`src/rtl/prog_seq_pkg.sv`:
```
// rtl/prog_seq_pkg.sv - shared opcodes, instruction field positions and state encoding
package prog_seq_pkg;

  localparam logic [1:0] OP_NOP   = 2'b00;
  localparam logic [1:0] OP_STORE = 2'b01;
  localparam logic [1:0] OP_LOAD  = 2'b10;
  localparam logic [1:0] OP_JUMP  = 2'b11;

  localparam int OP_MSB   = 15;
  localparam int OP_LSB   = 14;
  localparam int REG_MSB  = 13;
  localparam int REG_LSB  = 10;
  localparam int MODE_MSB = 9;
  localparam int MODE_LSB = 8;
  localparam int IMM_MSB  = 7;
  localparam int IMM_LSB  = 0;

  typedef enum logic [1:0] {
    IDLE  = 2'd0,
    FETCH = 2'd1,
    EXEC  = 2'd2,
    DONE  = 2'd3
  } state_t;

  function automatic logic [7:0] instr_imm(input logic [15:0] instr);
    return instr[IMM_MSB:IMM_LSB];
  endfunction

endpackage

```
`src/rtl/prog_seq_if.sv`:
```
// rtl/prog_seq_if.sv - control, ROM and datapath-strobe bundle of the program sequencer
interface prog_seq_if;

  logic        start;
  logic        pause;
  logic [15:0] instr;
  logic [7:0]  pc_addr;
  logic        busy;
  logic        done;
  logic        err;
  logic        rf_we;
  logic [3:0]  rf_waddr;
  logic [3:0]  rf_raddr;
  logic        acc_load;
  logic [1:0]  alu_mode;
  logic [7:0]  imm;
  logic [7:0]  step_cnt;

  modport master (
    input  start, pause, instr,
    output pc_addr, busy, done, err, rf_we, rf_waddr, rf_raddr,
           acc_load, alu_mode, imm, step_cnt
  );

  modport slave (
    output start, pause, instr,
    input  pc_addr, busy, done, err, rf_we, rf_waddr, rf_raddr,
           acc_load, alu_mode, imm, step_cnt
  );

endinterface

```
`src/rtl/prog_seq_instr_decode.sv`:
```
// rtl/prog_seq_instr_decode.sv - combinational instruction decode, outputs zero unless en
module prog_seq_instr_decode
  import prog_seq_pkg::*;
(
  input  logic        en,
  input  logic [15:0] instr,
  output logic        rf_we,
  output logic [3:0]  rf_waddr,
  output logic [3:0]  rf_raddr,
  output logic        acc_load,
  output logic [1:0]  alu_mode,
  output logic [7:0]  imm,
  output logic        is_jump
);

  logic [1:0] op;
  assign op = instr[OP_MSB:OP_LSB];

  always_comb begin
    rf_we    = 1'b0;
    rf_waddr = 4'd0;
    rf_raddr = 4'd0;
    acc_load = 1'b0;
    alu_mode = 2'd0;
    imm      = 8'd0;
    is_jump  = 1'b0;
    if (en) begin
      case (op)
        OP_STORE: begin
          rf_we    = 1'b1;
          rf_waddr = instr[REG_MSB:REG_LSB];
        end
        OP_LOAD: begin
          acc_load = 1'b1;
          rf_raddr = instr[REG_MSB:REG_LSB];
          alu_mode = instr[MODE_MSB:MODE_LSB];
          imm      = instr[IMM_MSB:IMM_LSB];
        end
        OP_JUMP: is_jump = 1'b1;
        default: ;
      endcase
    end
  end

endmodule

```
`src/rtl/prog_seq.sv`:
```
// rtl/prog_seq.sv - program sequencer: fetch/exec loop over the instruction ROM with watchdog
module prog_seq
  import prog_seq_pkg::*;
#(
  parameter int PC_START  = 1,
  parameter int LAST_ADDR = 15,
  parameter int MAX_STEPS = 255
) (
  input  logic         clk,
  input  logic         rst,
  prog_seq_if.master   bus
);

  state_t     state, state_nxt;
  logic [7:0] pc_q, pc_nxt;
  logic [7:0] step_q, step_nxt;
  logic       err_q, err_nxt;

  logic       is_jump;
  logic [7:0] step_inc;
  logic [7:0] next_pc;
  logic       in_range;

  prog_seq_instr_decode u_decode (
    .en       (state == EXEC),
    .instr    (bus.instr),
    .rf_we    (bus.rf_we),
    .rf_waddr (bus.rf_waddr),
    .rf_raddr (bus.rf_raddr),
    .acc_load (bus.acc_load),
    .alu_mode (bus.alu_mode),
    .imm      (bus.imm),
    .is_jump  (is_jump)
  );

  // 8-bit PC arithmetic: wrap to 0 falls below PC_START and ends the run
  assign step_inc = step_q + 8'd1;
  assign next_pc  = is_jump ? instr_imm(bus.instr) : pc_q + 8'd1;
  assign in_range = (next_pc >= 8'(PC_START)) && (next_pc <= 8'(LAST_ADDR));

  always_ff @(posedge clk) begin
    if (rst) begin
      state  <= IDLE;
      pc_q   <= 8'd0;
      step_q <= 8'd0;
      err_q  <= 1'b0;
    end else begin
      state  <= state_nxt;
      pc_q   <= pc_nxt;
      step_q <= step_nxt;
      err_q  <= err_nxt;
    end
  end

  always_comb begin
    state_nxt = state;
    pc_nxt    = pc_q;
    step_nxt  = step_q;
    err_nxt   = err_q;
    case (state)
      IDLE: begin
        if (bus.start) begin
          pc_nxt    = 8'(PC_START);
          step_nxt  = 8'd0;
          err_nxt   = 1'b0;
          state_nxt = FETCH;
        end
      end
      FETCH: begin
        if (!bus.pause) state_nxt = EXEC;
      end
      EXEC: begin
        step_nxt = step_inc;
        // watchdog wins over the range check
        if (step_inc == 8'(MAX_STEPS)) begin
          err_nxt   = 1'b1;
          state_nxt = DONE;
        end else if (!in_range) begin
          state_nxt = DONE;
        end else begin
          pc_nxt    = next_pc;
          state_nxt = FETCH;
        end
      end
      DONE: state_nxt = IDLE;
      default: state_nxt = IDLE;
    endcase
  end

  assign bus.pc_addr  = pc_q;
  assign bus.busy     = (state == FETCH) || (state == EXEC);
  assign bus.done     = (state == DONE);
  assign bus.err      = err_q;
  assign bus.step_cnt = step_q;

endmodule

```
`src/flat_wrapper.sv`:
```
// flat-port wrapper written by rule: the top's interface ports become plain ports
module prog_seq_flat import prog_seq_pkg::*;
#(
  parameter int PC_START  = 1,
  parameter int LAST_ADDR = 15,
  parameter int MAX_STEPS = 255
)
  (clk, rst, bus_start, bus_pause, bus_instr, bus_pc_addr, bus_busy, bus_done, bus_err, bus_rf_we, bus_rf_waddr, bus_rf_raddr, bus_acc_load, bus_alu_mode, bus_imm, bus_step_cnt);
  prog_seq_if bus_i ();
  input  logic clk;
  input  logic rst;
  input wire logic [$bits(bus_i.start)-1:0] bus_start;
  input wire logic [$bits(bus_i.pause)-1:0] bus_pause;
  input wire logic [$bits(bus_i.instr)-1:0] bus_instr;
  output wire logic [$bits(bus_i.pc_addr)-1:0] bus_pc_addr;
  output wire logic [$bits(bus_i.busy)-1:0] bus_busy;
  output wire logic [$bits(bus_i.done)-1:0] bus_done;
  output wire logic [$bits(bus_i.err)-1:0] bus_err;
  output wire logic [$bits(bus_i.rf_we)-1:0] bus_rf_we;
  output wire logic [$bits(bus_i.rf_waddr)-1:0] bus_rf_waddr;
  output wire logic [$bits(bus_i.rf_raddr)-1:0] bus_rf_raddr;
  output wire logic [$bits(bus_i.acc_load)-1:0] bus_acc_load;
  output wire logic [$bits(bus_i.alu_mode)-1:0] bus_alu_mode;
  output wire logic [$bits(bus_i.imm)-1:0] bus_imm;
  output wire logic [$bits(bus_i.step_cnt)-1:0] bus_step_cnt;
  assign bus_i.start = bus_start;
  assign bus_i.pause = bus_pause;
  assign bus_i.instr = bus_instr;
  assign bus_pc_addr = bus_i.pc_addr;
  assign bus_busy = bus_i.busy;
  assign bus_done = bus_i.done;
  assign bus_err = bus_i.err;
  assign bus_rf_we = bus_i.rf_we;
  assign bus_rf_waddr = bus_i.rf_waddr;
  assign bus_rf_raddr = bus_i.rf_raddr;
  assign bus_acc_load = bus_i.acc_load;
  assign bus_alu_mode = bus_i.alu_mode;
  assign bus_imm = bus_i.imm;
  assign bus_step_cnt = bus_i.step_cnt;
  prog_seq #(.PC_START(PC_START), .LAST_ADDR(LAST_ADDR), .MAX_STEPS(MAX_STEPS)) u_core (.clk(clk), .rst(rst), .bus(bus_i));
endmodule
```
`config.mk`:
```
export PLATFORM = sky130hd
export DESIGN_NAME = prog_seq_flat
export DESIGN_NICKNAME = d
export VERILOG_FILES = /design/src/rtl/prog_seq_pkg.sv /design/src/rtl/prog_seq_if.sv /design/src/rtl/prog_seq_instr_decode.sv /design/src/rtl/prog_seq.sv /design/src/flat_wrapper.sv
export SDC_FILE = /design/constraint.sdc
export NUM_CORES = 1
export LEC_CHECK = 0
export ABC_AREA = 1
export BUFFER_PORTS_ARGS = -buffer_cell sky130_fd_sc_hd__buf_4
export CORE_MARGIN = 2
export CORE_UTILIZATION = 45
export CTS_CLUSTER_DIAMETER = 100
export DETAILED_ROUTE_END_ITERATION = 16
export MAX_ROUTING_LAYER = met4
export PLACE_DENSITY = 0.74
export SLEW_MARGIN = 15
export SYNTH_ARGS = -nofsm -noshare
export SYNTH_HDL_FRONTEND = slang
export SYNTH_SLANG_ARGS = --single-unit
```
`constraint.sdc`:
```
create_clock -name clk -period 3.5 [get_ports clk]
set_input_delay 0.175 -clock clk [delete_from_list [all_inputs] [get_ports clk]]
set_output_delay 0.175 -clock clk [all_outputs]
set_load 0.05 [all_outputs]
```
==> impl_table.tex, run 1 <==
\begin{tabular}{lr}
\hline
Metric & Value \\
\hline
\multicolumn{2}{l}{\textbf{Worst setup path}} \\
\quad Flop-to-flop setup slack & about 1.2 ns \\
\quad Reg-to-Reg End & u\_core.bus.err \\
\quad CP max FO & 11 \\
\quad Crit-path most repeated cell & inv\_1 \\
\quad Worst path arrival time & approximately 2.6 ns \\
\quad Largest stage delay on the critical path & about 0.46 ns \\
\quad Type of element capturing the critical path & flip-flop \\
\quad R2R cell count & 10 \\
\quad Worst setup SP type & flip-flop \\
\quad Cell Chain, Critical Path & inv\_1 > ha\_1 > inv\_1 > nor2\_4 > inv\_1 > nand2\_1 > inv\_1 > nor2\_1 > o21ai\_1 > a21oi\_1 \\
\quad Classification of the worst setup path & reg2reg \\
\quad Req. time, crit path & between 3 and 4 ns \\
\quad Cell with the largest stage delay on the worst path & ha\_1 \\
\quad Startpoint of the worst-slack reg-to-reg timing path & u\_core.state[0] \\
\multicolumn{2}{l}{\textbf{Detailed routing}} \\
\quad Drt wl/cell & between 10 and 15 um \\
\quad Iteration-0 DRC count of the detailed router & between 90 and 100 \\
\quad DRC violations left & 0 \\
\quad First drt pass iteration count & 4 \\
\quad Final wirelength & approximately 3700 um \\
\quad Remaining antenna violation count after routing & 0 \\
\quad Total vias in the final route & 1667 \\
\quad Mean number of vias per cell & $\sim$4.7 \\
\multicolumn{2}{l}{\textbf{CTS}} \\
\quad Post-CTS clock slew at the launch and capture registers of the worst setup and hold paths & $\sim$0.1 ns \\
\quad Count of buffers added by post-CTS timing repair for setup & 0 \\
\quad Clock network latency to the later pin of the worst-skew pair & between 0.2 and 0.3 ns \\
\quad TritonCTS buffer count & 3 \\
\quad Maximum level of the CTS H-tree & 1 \\
\quad Resized cells post-CTS & 0 \\
\quad Clock buffer depth & 2 \\
\quad TritonCTS clock tree & yes \\
\quad Count of hold buffers inserted by post-cts repair & 0 \\
\quad Clock root buffer master & clkbuf\_4 \\
\quad Number of sinks on the clock net & 19 \\
\multicolumn{2}{l}{\textbf{Die}} \\
\quad Effective utilization at floorplan & between 40\% and 50\% \\
\quad Die Y-Extent & roughly 63 um \\
\quad Top-Level Pins & just under 60 \\
\quad Area of the die & $\sim$4000 um2 \\
\quad Num rows & 21 \\
\quad Overall die width & $\sim$63 um \\
\quad Floorplan core area & roughly 3300 um2 \\
\multicolumn{2}{l}{\textbf{Synth}} \\
\quad Count of flip-flops with a built-in enable after synthesis & 0 \\
\quad Synth area leader & dfxtp\_1 \\
\quad Netlist area before placement & around 1600 um2 \\
\quad List of most frequent post-synthesis cells & 62 x nand2\_1, 45 x inv\_1, 36 x nor2\_1 \\
\quad YS warnings & 0 \\
\quad Area share of the largest cell type after synthesis & roughly a quarter \\
\quad Cell variety after synth & 27 \\
\quad Number of nets produced by synthesis & about 280 \\
\quad Synth area leaders & dfxtp\_1 24\%, nand2\_1 15\%, inv\_1 11\%, nor2\_1 8.6\%, nand3\_1 6.1\% \\
\quad Post-synthesis area per instance & between 6 and 7 um2 \\
\quad Most instantiated flip-flop cell in the synthesis netlist & dfxtp\_1 \\
\quad Synthesized flop and latch total & 19 \\
\quad Most frequently used cell type in the post-synthesis netlist & nand2\_1 \\
\quad Sequential cell area fraction in the yosys report & between 20 and 25\% \\
\quad Share of synthesized registers carrying an async set or reset & 0\% \\
\quad Number of instances in the synthesized netlist & between 200 and 300 \\
\multicolumn{2}{l}{\textbf{Place}} \\
\quad Detailed placer's ending HPWL & 3030 um \\
\quad Gp weighted congestion & 0.904 \\
\quad Worst setup timing slack at the placement stage & about 1.2 ns \\
\quad Port Buf Inserts & 58 \\
\multicolumn{2}{l}{\textbf{Cells and area}} \\
\quad Filler Cell Count & between 300 and 400 \\
\quad Share of cells above drive strength 1 & 28.6\% \\
\quad Layout net count & 339 \\
\quad Final Util & about three fifths \\
\quad Area overhead of the layout relative to synthesis & 31.0\% \\
\quad Antenna diode count & 0 \\
\multicolumn{2}{l}{\textbf{STA}} \\
\quad Worst Slack Setup Final & between 1 and 1.5 ns \\
\quad Final-report setup violation count & 0 \\
\quad Post-route minimum period & 2.33 ns \\
\quad WHS & approximately 0.11 ns \\
\quad Final Cycle Share & roughly two thirds \\
\quad Summed negative setup slack over all endpoints & 0 ns \\
\quad Worst slew margin & between 60\% and 70\% \\
\quad Max Clock Freq & roughly 430 MHz \\
\quad RSZ-0062 raised after global routing & false \\
\quad Max-slew violation count & 0 \\
\quad Worst clock skew & between 0.001 and 0.0015 ns \\
\quad Least-Margin Pin Slew & about 0.48 ns \\
\quad Final Hold Fails & 0 \\
\multicolumn{2}{l}{\textbf{Hold path}} \\
\quad Hold Crit Start & rst \\
\quad Class of the tightest hold or removal check & in2reg \\
\quad Count of cells along the worst hold path & 2 \\
\quad Endpoint, Worst Hold & u\_core.bus.pc\_addr[1] \\
\multicolumn{2}{l}{\textbf{Power}} \\
\quad Maximum vdd ir drop & about 460 uV \\
\quad P\_leak & approximately 1.1 nW \\
\quad Post-layout total power & approximately 0.0011 W \\
\quad Ratio of total power to cell area & around 550 nW/um2 \\
\multicolumn{2}{l}{\textbf{Global routing}} \\
\quad Number of antenna violations at the first check in global routing & 0 \\
\quad Via count of the first global-routing pass & 1491 \\
\quad Overflow left after global routing & 0 \\
\quad Largest net degree at the start of global routing & 15 \\
\quad First-pass GRT wire length & 6370 um \\
\quad Global-route total usage across every layer & about a fifth \\
\multicolumn{2}{l}{\textbf{Status}} \\
\quad Result of the run & complete, no violations \\
\multicolumn{2}{l}{\textbf{Run}} \\
\quad Reported max-cap violation count & 0 \\
\hline
\end{tabular}
[cell usage in the layout (no fill, tap or decap), drive strengths merged]
master / count
nand2: 68
buf: 58
inv: 48
nor2: 44
nand3: 26
dfxtp: 19
a21oi: 18
o21ai: 9
ha: 7
nand4: 4
clkbuf: 4
xor2: 2
or2: 2
a31oi: 1
o22ai: 1
[cell families (layout without fill, tap and decap cells)]
group                      count (synthesis)  after routing  share of synthesized area [%]
and+or+nand+nor                          144            144                           45.0
buffers and inverters                     53            110                           13.8
AOI/OAI and AO/OA                         29             29                           10.2
DFF                                       19             19                           24.3
adders and majority gates                  7              7                           5.60
xor gates and xnor gates                   2              2                           1.12
[how the worst max path moves through the flow]
stage | start | endpoint | slack (ns) | cells after the start
global placement | u_core.state[0] | u_core.bus.err | 1.26 | 10
floorplan | u_core.state[0] | bus_alu_mode[0] | 0.78 | 8
global route | u_core.state[0] | u_core.bus.err | 0.94 | 10
CTS | u_core.state[0] | u_core.bus.err | 1.15 | 10
detailed placement | u_core.state[0] | u_core.bus.err | 1.17 | 10
finish | u_core.state[0] | u_core.bus.err | 1.17 | 10
[where the power goes]
part | switching, W | leakage, nW | total (W) | internal, W
registers | 0.0000555 | 0.155 | 0.000315 | 0.000259
logic | 0.000483 | 0.888 | 0.000701 | 0.000219
clock network | 0.0000644 | 0.0150 | 0.000109 | 0.0000443
total | 0.000603 | 1.06 | 0.00113 | 0.000522
[state kept, by name (all words and copies together), names as in the netlist]
signal and flops:
u_core.bus.step_cnt 8, u_core.bus.err 1, u_core.state 2, u_core.bus.pc_addr 8
[critical path: cells and delay by family (launching register included)]
kind | cells | cell delay, ns
DFF | 1 | 0.35
and+or+nand+nor | 3 | 0.69
AOI/OAI and AO/OA | 2 | 0.18
buffers and inverters | 4 | 0.60
adders and majority gates | 1 | 0.46
[area by class of cell]
class                      count  area [um2]  area share, %
sequential                    19         380           18.6
clock buffer                   4        26.3           1.28
multi-input combinational    182         967           47.2
inverter                      48         180           8.80
tap                           46        57.6           2.81
timing repair buffer          58         435           21.3
[routing by layer]
| layer | wire length (um) | GRT usage (%) |
|---|---|---|
| met2 | 1760 | 34.4 |
| met3 | 137 | 2.70 |
| met5 | 0 | - |
| met1 | 1760 | 25.1 |
| met4 | 23 | 2.50 |
[per-stage QoR]
stage	cell area, um2	std cells
floorplan	1560	254
global placement	2020	353
detailed placement	2020	353
CTS	2050	357
global route	2050	357
finish	2050	357
Note: power is estimated with default switching activity, not from simulation.
==> run 2, diff against run 1 <==
--- a/config.mk
+++ b/config.mk
@@ -5,14 +5,14 @@
 export SDC_FILE = /design/constraint.sdc
 export NUM_CORES = 1
 export LEC_CHECK = 0
-export ABC_AREA = 1
+export ABC_AREA = 0
 export BUFFER_PORTS_ARGS = -buffer_cell sky130_fd_sc_hd__buf_4
 export CORE_MARGIN = 2
 export CORE_UTILIZATION = 45
 export CTS_CLUSTER_DIAMETER = 100
 export DETAILED_ROUTE_END_ITERATION = 16
 export MAX_ROUTING_LAYER = met4
-export PLACE_DENSITY = 0.74
+export PLACE_DENSITY = 0.77
 export SLEW_MARGIN = 15
 export SYNTH_ARGS = -nofsm -noshare
 export SYNTH_HDL_FRONTEND = slang
==> constraint.sdc (replaced) <==
create_clock -name clk -period 2.3 [get_ports clk]
set_input_delay 0.115 -clock clk [delete_from_list [all_inputs] [get_ports clk]]
set_output_delay 0.115 -clock clk [all_outputs]
set_load 0.05 [all_outputs]
==> impl_table.tex, run 2 <==
\begin{tabular}{lr}
\hline
Metric & Value \\
\hline
\multicolumn{2}{l}{\textbf{Synth}} \\
\quad Cell variety after synth & 43 (+59\%) \\
\quad Sequential cell area fraction in the yosys report & 29.2\% (+4.8 points) \\
\quad Synthesized flop and latch total & 19 (unchanged) \\
\quad Count of flip-flops with a built-in enable after synthesis & 0 (unchanged) \\
\quad Number of instances in the synthesized netlist & 168 (-34\%) \\
\quad Most frequently used cell type in the post-synthesis netlist & dfxtp\_1 \\
\quad Area share of the largest cell type after synthesis & 29.2\% (+4.8 points) \\
\quad Most instantiated flip-flop cell in the synthesis netlist & dfxtp\_1 \\
\quad YS warnings & 0 (unchanged) \\
\quad List of most frequent post-synthesis cells & 19 x dfxtp\_1, 18 x and2\_1, 17 x nor2\_1 \\
\quad Number of nets produced by synthesis & 195 (-31\%) \\
\quad Post-synthesis area per instance & 7.76 um2 (+26\%) \\
\quad Share of synthesized registers carrying an async set or reset & 0\% (unchanged) \\
\quad Netlist area before placement & 1300 um2 (-17\%) \\
\quad Synth area leaders & dfxtp\_1 29\%, and2\_1 8.6\%, ha\_1 6.7\%, nor2\_1 4.9\%, a21oi\_1 4.2\% \\
\quad Synth area leader & dfxtp\_1 \\
\multicolumn{2}{l}{\textbf{Hold path}} \\
\quad Hold Crit Start & rst \\
\quad Class of the tightest hold or removal check & in2reg \\
\multicolumn{2}{l}{\textbf{Die}} \\
\quad Top-Level Pins & 59 (unchanged) \\
\quad Floorplan core area & 2760 um2 (-17\%) \\
\quad Area of the die & 3340 um2 (-16\%) \\
\quad Overall die width & 57.8 um (-8.1\%) \\
\quad Die Y-Extent & 57.8 um (-8.1\%) \\
\quad Num rows & 19 (-9.5\%) \\
\quad Effective utilization at floorplan & 47.3\% (+0.45 points) \\
\multicolumn{2}{l}{\textbf{Cells and area}} \\
\quad Antenna diode count & 0 (unchanged) \\
\quad Layout net count & 262 (-23\%) \\
\quad Share of cells above drive strength 1 & 38.9\% (+10 points) \\
\quad Most common cell after layout, fill and taps aside & buf\_4 \\
\quad Cell Count, Final, Fillers Out & 265 (-26\%) \\
\quad Most frequent cells in the layout & 69 x buf\_4, 18 x and2\_1, 16 x nor2\_1 \\
\quad Area overhead of the layout relative to synthesis & 46.3\% \\
\multicolumn{2}{l}{\textbf{STA}} \\
\quad Worst clock skew & 0.00337 ns (+0.00227 ns) \\
\quad Final Cycle Share & 97.0\% (+30 points) \\
\quad Final-report setup violation count & 0 (unchanged) \\
\quad Final Hold Fails & 0 (unchanged) \\
\quad Worst Slack Setup Final & 0.0689 ns (-1.10 ns) \\
\quad WHS & 0.0639 ns (-0.0439 ns) \\
\quad Post-route minimum period & 2.23 ns (-0.0994 ns) \\
\quad Max Clock Freq & 448 MHz (+4.5\%) \\
\quad Worst slew margin & 74.8\% (+6.6 points) \\
\quad Least-Margin Pin Slew & 0.375 ns (-0.104 ns) \\
\quad Max-slew violation count & 0 (unchanged) \\
\quad RSZ-0062 raised after global routing & true \\
\quad Summed negative setup slack over all endpoints & 0 ns (unchanged) \\
\multicolumn{2}{l}{\textbf{Worst setup path}} \\
\quad Launch point of the worst path & u\_core.state[0] \\
\quad Worst path arrival time & 2.44 ns (-0.12 ns) \\
\quad Classification of the worst setup path & reg2reg \\
\quad Type of element capturing the critical path & flip-flop \\
\quad Req. time, crit path & 2.51 ns (-1.22 ns) \\
\quad Startpoint of the worst-slack reg-to-reg timing path & u\_core.state[0] \\
\quad CP max FO & 9 (-2) \\
\quad Worst setup SP type & flip-flop \\
\multicolumn{2}{l}{\textbf{Global routing}} \\
\quad Number of antenna violations at the first check in global routing & 0 (unchanged) \\
\quad First-pass GRT wire length & 5660 um (-11\%) \\
\quad Overflow left after global routing & 0 (unchanged) \\
\quad Global-route total usage across every layer & 22.1\% (+2.3 points) \\
\quad Via count of the first global-routing pass & 1396 (-6.4\%) \\
\quad Largest net degree at the start of global routing & 17 (+2) \\
\multicolumn{2}{l}{\textbf{CTS}} \\
\quad TritonCTS buffer count & 3 (unchanged) \\
\quad Clock root buffer master & clkbuf\_4 \\
\quad Clock network latency to the later pin of the worst-skew pair & 0.31 ns (+0.02 ns) \\
\quad TritonCTS clock tree & yes \\
\quad Clock buffer depth & 2 (unchanged) \\
\quad Number of sinks on the clock net & 19 (unchanged) \\
\quad Maximum level of the CTS H-tree & 1 (unchanged) \\
\quad Post-CTS clock slew at the launch and capture registers of the worst setup and hold paths & 0.11 ns (about the same) \\
\multicolumn{2}{l}{\textbf{Place}} \\
\quad Port Buf Inserts & 58 (unchanged) \\
\quad Gp weighted congestion & 0.909 (+0.59\%) \\
\quad Cell count after placement & 259 (-27\%) \\
\quad Worst setup timing slack at the placement stage & 0.0661 ns (-1.11 ns) \\
\quad Detailed placer's ending HPWL & 2860 um (-5.7\%) \\
\multicolumn{2}{l}{\textbf{Power}} \\
\quad P\_leak & 0.883 nW (-17\%) \\
\quad Ratio of total power to cell area & 582 nW/um2 (+5.9\%) \\
\quad Maximum vdd ir drop & 399 uV (-13\%) \\
\multicolumn{2}{l}{\textbf{Detailed routing}} \\
\quad Iteration-0 DRC count of the detailed router & 35 (-65\%) \\
\quad Met3 wire length & 315 um (+130\%) \\
\quad Final wirelength & 3630 um (-1.5\%) \\
\quad Top layer in use & met4 \\
\quad Total vias in the final route & 1468 (-12\%) \\
\quad DRC violations left & 0 (unchanged) \\
\quad Sum of met2 wire segment lengths after detailed routing & 1860 um (+5.5\%) \\
\quad First drt pass iteration count & 4 (unchanged) \\
\quad Drt wl/cell & 13.7 um (+33\%) \\
\quad Remaining antenna violation count after routing & 0 (unchanged) \\
\quad Mean number of vias per cell & 5.54 (+19\%) \\
\quad Routed length on met1 & 1410 um (-20\%) \\
\multicolumn{2}{l}{\textbf{Status}} \\
\quad Result of the run & complete, no violations \\
\multicolumn{2}{l}{\textbf{Run}} \\
\quad Reported max-cap violation count & 0 (unchanged) \\
\hline
\end{tabular}
## run 2: cell count changes in the layout (fill, tap and decap cells not counted), moves of 8 or more
cell     delta
nor3_1      +9
dfxtp_1     -8
and2_1     +18
inv_1      -36
nor2_1     -20
nand2_1    -50
nand3_1    -14
buf_4      +11
## run 2: through the flow
step	cell area (um2)	util, %	total power, W
2_1_floorplan	1320	-	0.000740
3_3_place_gp	1820	66.1	0.000911
3_5_place_dp	1820	66.1	0.000925
4_1_cts	1850	67.1	0.00110
5_1_grt	1910	69.1	0.00118
6_report	1910	69.1	0.00111
## run 2: cell type report
type	count	area [um2]
sequential	19	395
inverter	9	33.8
timing repair buffer	69	518
multi-input combinational	133	893
fill	243	851
clock buffer	3	22.5
clock inverter	1	5.00
tap	31	38.8
## run 2: worst paths after layout
kind | slack [ns] | endpoint | cells after the start
setup / recovery | 0.07 | u_core.bus.pc_addr[0] | 7
hold / removal | 0.06 | u_core.bus.step_cnt[2] | 2
setup reg to reg | 0.07 | u_core.bus.pc_addr[0] | 7
hold reg to reg | 0.54 | u_core.bus.step_cnt[0] | 2
## run 2: routing by layer
layer,track usage (%),vias to the layer above
li1,-,729
met1,22.3,680
met2,41.2,54
met3,3.79,5
met4,9.97,0
met5,-,-
## run 2: worst max-delay path, cell delays in order, from the launching register on
cell and delay (ns):
dfxtp_1 0.38, inv_1 0.07, ha_1 0.21, and3_4 0.21, nor4_1 0.22, a221oi_1 0.16
or4_4 0.53, o311a_1 0.36
## run 2: timing repair
item	4_1_cts	5_1_grt
gates resized for setup	0	6
setup buffers	0	2
endpoints found under the setup margin	0	19
hold buffers	0	0
## run 2: cell families (layout without fill, tap and decap cells)
kind of cell,count (synthesis),in the layout,share of synthesized area (%)
AND/OR/NAND/NOR,81,81,33.6
AO/OA/AOI/OAI,36,36,18.5
buffers and inverters,16,82,5.57
multiplexers,3,3,2.40
adder cells (fa/ha/maj),7,7,6.72
XOR/XNOR,6,6,4.03
flip-flops,19,19,29.2
## run 2: power breakdown
| part | leakage, nW | total, W | switching, W | internal (W) |
|---|---|---|---|---|
| clock | 0.0177 | 0.000174 | 0.000109 | 0.0000651 |
| combinational | 0.707 | 0.000567 | 0.000344 | 0.000223 |
| sequential | 0.158 | 0.000369 | 0.0000199 | 0.000349 |
| total | 0.883 | 0.00111 | 0.000473 | 0.000637 |
==> run 3, diff against run 2 <==
--- a/config.mk
+++ b/config.mk
@@ -7,6 +7,7 @@
 export LEC_CHECK = 0
 export ABC_AREA = 0
 export BUFFER_PORTS_ARGS = -buffer_cell sky130_fd_sc_hd__buf_4
+export CORE_ASPECT_RATIO = 2
 export CORE_MARGIN = 2
 export CORE_UTILIZATION = 45
 export CTS_CLUSTER_DIAMETER = 100
==> impl_table.tex, run 3 (synthesized netlist as in run 2, its figures left out) <==
\begin{tabular}{lr}
\hline
Metric & Value \\
\hline
\multicolumn{2}{l}{\textbf{Status}} \\
\quad Result of the run & complete, no violations \\
\multicolumn{2}{l}{\textbf{Detailed routing}} \\
\quad DRC violations left & 0 (unchanged) \\
\quad Remaining antenna violation count after routing & 0 (unchanged) \\
\quad First drt pass iteration count & 5 (+1) \\
\quad Iteration-0 DRC count of the detailed router & 45 (+29\%) \\
\quad Top layer in use & met4 \\
\quad Final wirelength & 4270 um (+18\%) \\
\quad Routed length on met1 & 1370 um (-3.0\%) \\
\quad Met3 wire length & 330 um (+4.8\%) \\
\quad Mean number of vias per cell & 5.81 (+4.9\%) \\
\quad Drt wl/cell & 16.2 um (+18\%) \\
\quad Total vias in the final route & 1534 (+4.5\%) \\
\quad Sum of met2 wire segment lengths after detailed routing & 2370 um (+28\%) \\
\multicolumn{2}{l}{\textbf{Power}} \\
\quad Maximum vdd ir drop & 532 uV (+33\%) \\
\quad Ratio of total power to cell area & 601 nW/um2 (+3.2\%) \\
\quad P\_leak & 0.902 nW (+2.2\%) \\
\multicolumn{2}{l}{\textbf{CTS}} \\
\quad Count of hold buffers inserted by post-cts repair & 0 (unchanged) \\
\quad TritonCTS clock tree & yes \\
\quad Clock network latency to the later pin of the worst-skew pair & 0.27 ns (-0.04 ns) \\
\quad Clock root buffer master & clkbuf\_8 \\
\quad Number of sinks on the clock net & 19 (unchanged) \\
\quad Maximum level of the CTS H-tree & 1 (unchanged) \\
\quad TritonCTS buffer count & 3 (unchanged) \\
\quad Post-CTS clock slew at the launch and capture registers of the worst setup and hold paths & 0.08 ns (-0.03 ns) \\
\quad Clock buffer depth & 2 (unchanged) \\
\multicolumn{2}{l}{\textbf{STA}} \\
\quad Max Clock Freq & 456 MHz (+1.8\%) \\
\quad Max-slew violation count & 0 (unchanged) \\
\quad Worst slew margin & 72.2\% (-2.6 points) \\
\quad RSZ-0062 raised after global routing & false \\
\quad Least-Margin Pin Slew & 0.411 ns (+0.0363 ns) \\
\quad Worst clock skew & 0.00415 ns (+0.000779 ns) \\
\quad Final Hold Fails & 0 (unchanged) \\
\quad Summed negative setup slack over all endpoints & 0 ns (unchanged) \\
\quad Post-route minimum period & 2.19 ns (-0.0399 ns) \\
\quad WHS & 0.109 ns (+0.0456 ns) \\
\quad Final-report setup violation count & 0 (unchanged) \\
\quad Final Cycle Share & 95.3\% (-1.7 points) \\
\multicolumn{2}{l}{\textbf{Place}} \\
\quad Port Buf Inserts & 58 (unchanged) \\
\quad Gp weighted congestion & 0.940 (+3.5\%) \\
\quad Detailed placer's ending HPWL & 3260 um (+14\%) \\
\multicolumn{2}{l}{\textbf{Cells and area}} \\
\quad Antenna diode count & 0 (unchanged) \\
\quad Area overhead of the layout relative to synthesis & 51.4\% \\
\quad Most frequent cells in the layout & 69 x buf\_4, 18 x and2\_1, 16 x nor2\_1 \\
\quad Share of cells above drive strength 1 & 42.1\% (+3.2 points) \\
\quad Most common cell after layout, fill and taps aside & buf\_4 \\
\quad Final Util & 71.3\% (+2.1 points) \\
\quad Layout net count & 263 (+0.38\%) \\
\multicolumn{2}{l}{\textbf{Die}} \\
\quad Floorplan core area & 2770 um2 (+0.45\%) \\
\quad Area of the die & 3370 um2 (+0.78\%) \\
\quad Overall die width & 42.1 um (-27\%) \\
\quad Top-Level Pins & 59 (unchanged) \\
\quad Num rows & 27 (+8) \\
\quad Effective utilization at floorplan & 47.1\% (-0.21 points) \\
\quad Die Y-Extent & 80.1 um (+39\%) \\
\multicolumn{2}{l}{\textbf{Hold path}} \\
\quad Class of the tightest hold or removal check & in2reg \\
\multicolumn{2}{l}{\textbf{Worst setup path}} \\
\quad Worst path arrival time & 2.35 ns (-0.09 ns) \\
\quad Worst setup SP type & flip-flop \\
\quad Classification of the worst setup path & reg2reg \\
\quad Type of element capturing the critical path & flip-flop \\
\quad CP max FO & 6 (-3) \\
\quad Req. time, crit path & 2.46 ns (-0.05 ns) \\
\multicolumn{2}{l}{\textbf{Global routing}} \\
\quad Global-route total usage across every layer & 25.2\% (+3.1 points) \\
\quad First-pass GRT wire length & 6380 um (+13\%) \\
\quad Via count of the first global-routing pass & 1435 (+2.8\%) \\
\quad Largest net degree at the start of global routing & 17 (unchanged) \\
\quad Number of antenna violations at the first check in global routing & 0 (unchanged) \\
\quad Overflow left after global routing & 0 (unchanged) \\
\multicolumn{2}{l}{\textbf{Run}} \\
\quad Reported max-cap violation count & 0 (unchanged) \\
\hline
\end{tabular}
run 3: repair_timing:
action                     in CTS  in global routing
gates resized for setup         0                 16
setup endpoints to repair       0                 18
setup buffers                   0                  2
run 3: area by class of cell:
class	instances	area, um2
clock inverters	1	5.00
flip-flops and latches	19	395
clock buffers	3	41.3
repair buffers	69	518
inverters	9	33.8
fillers	244	796
multi-input cells	134	945
well taps	29	36.3
run 3: worst paths after layout:
check | from | to | slack [ns] | cells after the start
max | u_core.state[0] | u_core.bus.pc_addr[0] | 0.11 | 7
min | rst | u_core.bus.step_cnt[1] | 0.11 | 2
max reg2reg | u_core.state[0] | u_core.bus.pc_addr[0] | 0.11 | 7
min reg2reg | u_core.bus.pc_addr[1] | u_core.bus.pc_addr[1] | 0.51 | 2
run 3: worst max-delay path: stages (launching register included):
cell and delay (ns):
dfxtp_1 0.33, inv_1 0.08, ha_1 0.18, and3_4 0.26, mux2i_4 0.25, inv_2 0.08
or4_4 0.54, o311a_1 0.36
run 3: where the power goes:
| part | internal [W] | switching, W |
|---|---|---|
| clock network | 0.000121 | 0.000123 |
| registers | 0.000349 | 0.0000156 |
| logic | 0.000222 | 0.000355 |
| total | 0.000692 | 0.000494 |
run 3: through the flow:
stage / instances / worst slack, ns / total power (W) / cell area (um2)
4_1_cts: 261 / 0.0120 / 0.00117 / 1870
6_report: 264 / 0.109 / 0.00119 / 1970
2_1_floorplan: 168 / 0.00624 / 0.000740 / 1320
3_5_place_dp: 257 / 0.0507 / 0.000930 / 1820
3_3_place_gp: 257 / 0.138 / 0.000917 / 1820
5_1_grt: 264 / 0.0280 / 0.00125 / 1970
run 3: per-layer routing:
| layer | vias to the layer above | GRT usage [%] |
|---|---|---|
| met5 | - | - |
| met4 | 0 | 18.4 |
| met3 | 15 | 4.72 |
| met2 | 81 | 47.2 |
| met1 | 707 | 21.3 |
| li1 | 731 | - |
